File: src/rtl/fsm_seq_detect.sv
// Serial pattern detector with a runtime-loadable pattern and length.
// Supports overlapping and non-overlapping modes, an input qualifier and a saturating match count.
module fsm_seq_detect #(
  parameter int unsigned          MAX_LEN = 8,
  parameter int unsigned          CNT_W   = 8,
  parameter logic [MAX_LEN-1:0]   RST_PAT = MAX_LEN'(8'b0000_1011),
  parameter int unsigned          RST_LEN = 4,
  parameter int unsigned          LEN_W   = $clog2(MAX_LEN) + 1
) (
  input  logic               clk,
  input  logic               clr,
  input  logic               load,
  input  logic [MAX_LEN-1:0] pat_in,
  input  logic [LEN_W-1:0]   len_in,
  input  logic               overlap,
  input  logic               en,
  input  logic               x,
  input  logic               cnt_clr,
  output logic               z,
  output logic [CNT_W-1:0]   count,
  output logic               cfg_ok
);

  localparam int unsigned FILL_MAX = MAX_LEN - 1;

  logic [MAX_LEN-1:0] pat_q, pat_d;
  logic [LEN_W-1:0]   len_q, len_d;
  logic               cfg_ok_q, cfg_ok_d;
  logic [MAX_LEN-2:0] hist_q, hist_d;
  logic [LEN_W-1:0]   fill_q, fill_d;
  logic [CNT_W-1:0]   count_q, count_d;

  logic [MAX_LEN-1:0] window_c;
  logic [MAX_LEN-1:0] mask_c;
  logic               fill_ok_c;
  logic               hit_c;
  logic               z_c;

  function automatic logic len_valid(input logic [LEN_W-1:0] len);
    return (len >= LEN_W'(1)) && (len <= LEN_W'(MAX_LEN));
  endfunction

  // Compare the newest len_q bits of the stream against the low bits of the pattern.
  always_comb begin
    window_c = {hist_q, x};
    mask_c   = '0;
    for (int unsigned i = 0; i < MAX_LEN; i++) begin
      mask_c[i] = (LEN_W'(i) < len_q);
    end
    fill_ok_c = ({1'b0, fill_q} + (LEN_W + 1)'(1)) >= {1'b0, len_q};
    hit_c     = ((window_c ^ pat_q) & mask_c) == '0;
    z_c       = !clr && en && !load && cfg_ok_q && fill_ok_c && hit_c;
  end

  // Next-state: load outranks cnt_clr, which outranks the normal shift/count update.
  always_comb begin
    pat_d    = pat_q;
    len_d    = len_q;
    cfg_ok_d = cfg_ok_q;
    hist_d   = hist_q;
    fill_d   = fill_q;
    count_d  = count_q;
    if (load) begin
      pat_d    = pat_in;
      len_d    = len_in;
      cfg_ok_d = len_valid(len_in);
      hist_d   = '0;
      fill_d   = '0;
    end else begin
      if (cnt_clr) begin
        count_d = '0;
      end else if (z_c && (count_q != '1)) begin
        count_d = count_q + CNT_W'(1);
      end
      if (en) begin
        hist_d = window_c[MAX_LEN-2:0];
        if (z_c && !overlap) begin
          fill_d = '0;
        end else if (fill_q < LEN_W'(FILL_MAX)) begin
          fill_d = fill_q + LEN_W'(1);
        end
      end
    end
  end

  always_ff @(posedge clk or posedge clr) begin
    if (clr) begin
      pat_q    <= RST_PAT;
      len_q    <= LEN_W'(RST_LEN);
      cfg_ok_q <= len_valid(LEN_W'(RST_LEN));
      hist_q   <= '0;
      fill_q   <= '0;
      count_q  <= '0;
    end else begin
      pat_q    <= pat_d;
      len_q    <= len_d;
      cfg_ok_q <= cfg_ok_d;
      hist_q   <= hist_d;
      fill_q   <= fill_d;
      count_q  <= count_d;
    end
  end

  assign z      = z_c;
  assign count  = count_q;
  assign cfg_ok = cfg_ok_q;

endmodule

File: config.mk
export PLATFORM = sky130hd
export DESIGN_NAME = fsm_seq_detect
export DESIGN_NICKNAME = d
export VERILOG_FILES = /design/src/rtl/fsm_seq_detect.sv
export SDC_FILE = /design/constraint.sdc
export NUM_CORES = 1
export LEC_CHECK = 0
export ABC_AREA = 1
export BUFFER_PORTS_ARGS = -buffer_cell sky130_fd_sc_hd__buf_2
export CAP_MARGIN = 20
export CORE_MARGIN = 5
export CORE_UTILIZATION = 51
export CTS_CLUSTER_SIZE = 8
export DETAILED_ROUTE_END_ITERATION = 8
export HOLD_SLACK_MARGIN = 0.06
export PLACE_DENSITY = 0.8
export SLEW_MARGIN = 10
export SYNTH_ARGS = -nofsm -noshare
export SYNTH_HDL_FRONTEND = slang
export SYNTH_SLANG_ARGS = --single-unit
File: constraint.sdc
create_clock -name clk -period 2 [get_ports clk]
set_input_delay 0.2 -clock clk [delete_from_list [all_inputs] [get_ports clk]]
set_output_delay 0.2 -clock clk [all_outputs]
set_load 0.1 [all_outputs]
==> reports/qor.yml <==
status: "finished with violations"
violations: "setup timing"
max_freq_mhz: 452
ir_worst_vdd_uv: 623
fin_area_mm2: 0.00242
async_flop_share: 1.00
slew_violations: 0
drc: 0
grt_pass1_wl_um: 7450
die_y_um: 70.6
worstMarginPinSlew_ns: 0.486
grt_use_total: 0.191
root_buffer: "clkbuf_8"
areaGrowthSynthToFinish_pct: 29.3
dpl.hpwl_um: 3150
drive_above_1_share: 0.298
fin_util: 0.671
dieArea_mm2: 0.00498
ant_nets: 0
finalHoldViolCount: 0
via_per_inst: 5.06
die_w_um: 70.6
max_stage_delay_ns: 0.39
wl_met3_um: 269
tns_ns: -2.20
slew_headroom: 0.676
cp-start-kind: "flip-flop"
yosysSeqAreaShare: 0.431
min-delay-path-class: "in -> reg"
post-route-min-period_ns: 2.21
finalSetupViolations: 13
crit_end: "count[7]"
synth_top_cells_by_count: "90 x nand2_1, 29 x inv_1, 27 x dfrtp_1"
wire_per_inst_um: 12.7
cts_buffers: 5
r2r_cells: 14
grt_max_degree: 27
grt_pass1_vias: 1631
skew_ns: 0.00981
powerDensity_mw_per_mm2: 756
nFillCells: 310
cp_max_fo: 5
initial_utilization: 0.519
end_kind: "flip-flop"
nets: 329
placed_area_mm2: 0.00218
crit_arrival_ns: 2.39
route.layer.met1.wl_um: 1970
ys_seq_elements: 32
drv_cap: 0
ioPinCount: 29
clk_pin_slew_ns: 0.06
synth.top_cells.by_area: "dfrtp_1 36%, nand2_1 18%, dfstp_2 7.0%, nand3_1 5.9%, inv_1 5.8%"
avgSynthCellArea_um2: 7.32
wl_um: 4500
yosys.area.top_type: "dfrtp_1"
drtIter0Drc: 138
synth_most_common_cell: "nand2_1"
synth_area_mm2: 0.00187
p_leak_nw: 1.23
postSynthCellCount: 256
r2r_slack_ns: -0.21
overflow: 0
firstDrtPassIters: 5
port_buffers: 28
cts_buffer_depth: 2
clock_sinks: 32
yosys_warnings: 0
htreeDepth: 2
syn_nets: 281
tritoncts: "yes"
wl_met2_um: 2190
synth_top_cell_area_share: 0.361
antenna_cells: 0
crit_slowest_cell: "dfrtp_1"
worstPathRequired_ns: 2.17
reg2reg_to: "count[7]"
dp_slack_ns: -0.151
synth_enable_flop_cells: 0
rsz0062_at_grt: "true"
antenna_found_initial: 0
crit_type: "reg -> reg"
highest_layer: "met4"
synth_cell_type_count: 25
row_count: 22
clock_latency_ns: 0.29
gp_congestion: 0.846
post-route-period-util: 1.11
vias: 1786
r2r_start: "fill_q[0]"
critPathLaunch: "fill_q[0]"
synthFlopType: "dfrtp_1"
setup_ws_ns: -0.214
core_area_mm2: 0.00361
worstPathCellList: "nand3_2 > xor2_2 > inv_1 > ha_4 > a21oi_1 > nand3_1 > nor2_2 > buf_4 > nor2_4 > nand3_2 > nand2_4 > buf_4 > nand3_1 > nand2_1"
==> metal layers <==
metal / vias to the layer above / track usage
met1: 810 / 0.244
met5: - / 0
met4: 0 / 0.0772
met3: 5 / 0.0469
li1: 907 / -
met2: 64 / 0.313
==> cell type report <==
type	count	area, um2	area share
timing repair buffer	47	313	0.129
clock inverter	2	35.0	0.0145
multi-input combinational	188	1010	0.416
clock buffer	6	72.6	0.0300
inverter	30	113	0.0465
tap	48	60.1	0.0248
sequential	32	822	0.340
==> worst min path at each step <==
stage / startpoint / to / cells after the start
4_1_cts: len_in[3] / cfg_ok / 2
5_1_grt: len_in[3] / cfg_ok / 2
3_3_place_gp: clr / pat_q[4] / 2
3_5_place_dp: clr / pat_q[4] / 2
2_1_floorplan: len_in[3] / cfg_ok / 1
6_report: len_in[3] / cfg_ok / 2
==> logic make-up (layout without fill, tap and decap cells) <==
group	Yosys count	count (layout)	synth area share
buffers and inverters	36	85	0.0808
DFF	32	32	0.431
adders and majority gates	6	6	0.0401
AOI/OAI and AO/OA	32	32	0.0942
and+or+nand+nor	148	148	0.345
xor gates and xnor gates	2	2	0.00935
==> state kept, by name, indices dropped and copies added, names as in the netlist <==
signal and count:
count 8, fill_q 4, cfg_ok 1, hist_q 7
pat_q 8, len_q 4
==> stage by stage <==
stage	instances	total power, W	hold slack (ns)
final	353	0.00183	0.101
after global routing	353	0.00192	0.113
after CTS	350	0.00181	0.0925
after detailed placement	335	0.00116	0.252
after global placement	335	0.00115	0.250
after floorplan	256	0.00106	0.276
==> layout by cell type (no fill, tap or decap), types with 6 or more instances in the layout <==
| cell | netlist | layout |
|---|---|---|
| nand3_1 | 22 | 20 |
| nand2_1 | 90 | 87 |
| buf_4 | 0 | 17 |
| dfrtp_1 | 27 | 22 |
| inv_1 | 29 | 28 |
| buf_2 | 1 | 27 |
| a21oi_1 | 8 | 7 |
| nor2_2 | 4 | 6 |
| nor2_1 | 21 | 18 |
| o21ai_0 | 21 | 21 |
==> critical path, delay by kind of cell, from the launching register on <==
kind	cells	cell delay, ns
compound gates	1	0.13
fa+ha+maj	1	0.25
flops	1	0.39
buf+inv	3	0.40
xor+xnor	1	0.19
simple gates	8	0.73
==> repair_timing <==
| item | CTS | global route |
|---|---|---|
| pin swaps | 13 | 1 |
| buffers inserted | 6 | 3 |
| endpoints found under the setup margin | 13 | 13 |
| gates resized for setup | 9 | 2 |
| hold buffers | 1 | 0 |
| endpoints found under the hold margin | 6 | 0 |
==> report_power, final <==
group | switching (W) | internal [W] | leakage (nW)
logic | 0.000303 | 0.000161 | 0.773
clock network | 0.000250 | 0.000370 | 0.0552
registers | 0.0000416 | 0.000706 | 0.401
(Power assumes the default switching activity.)
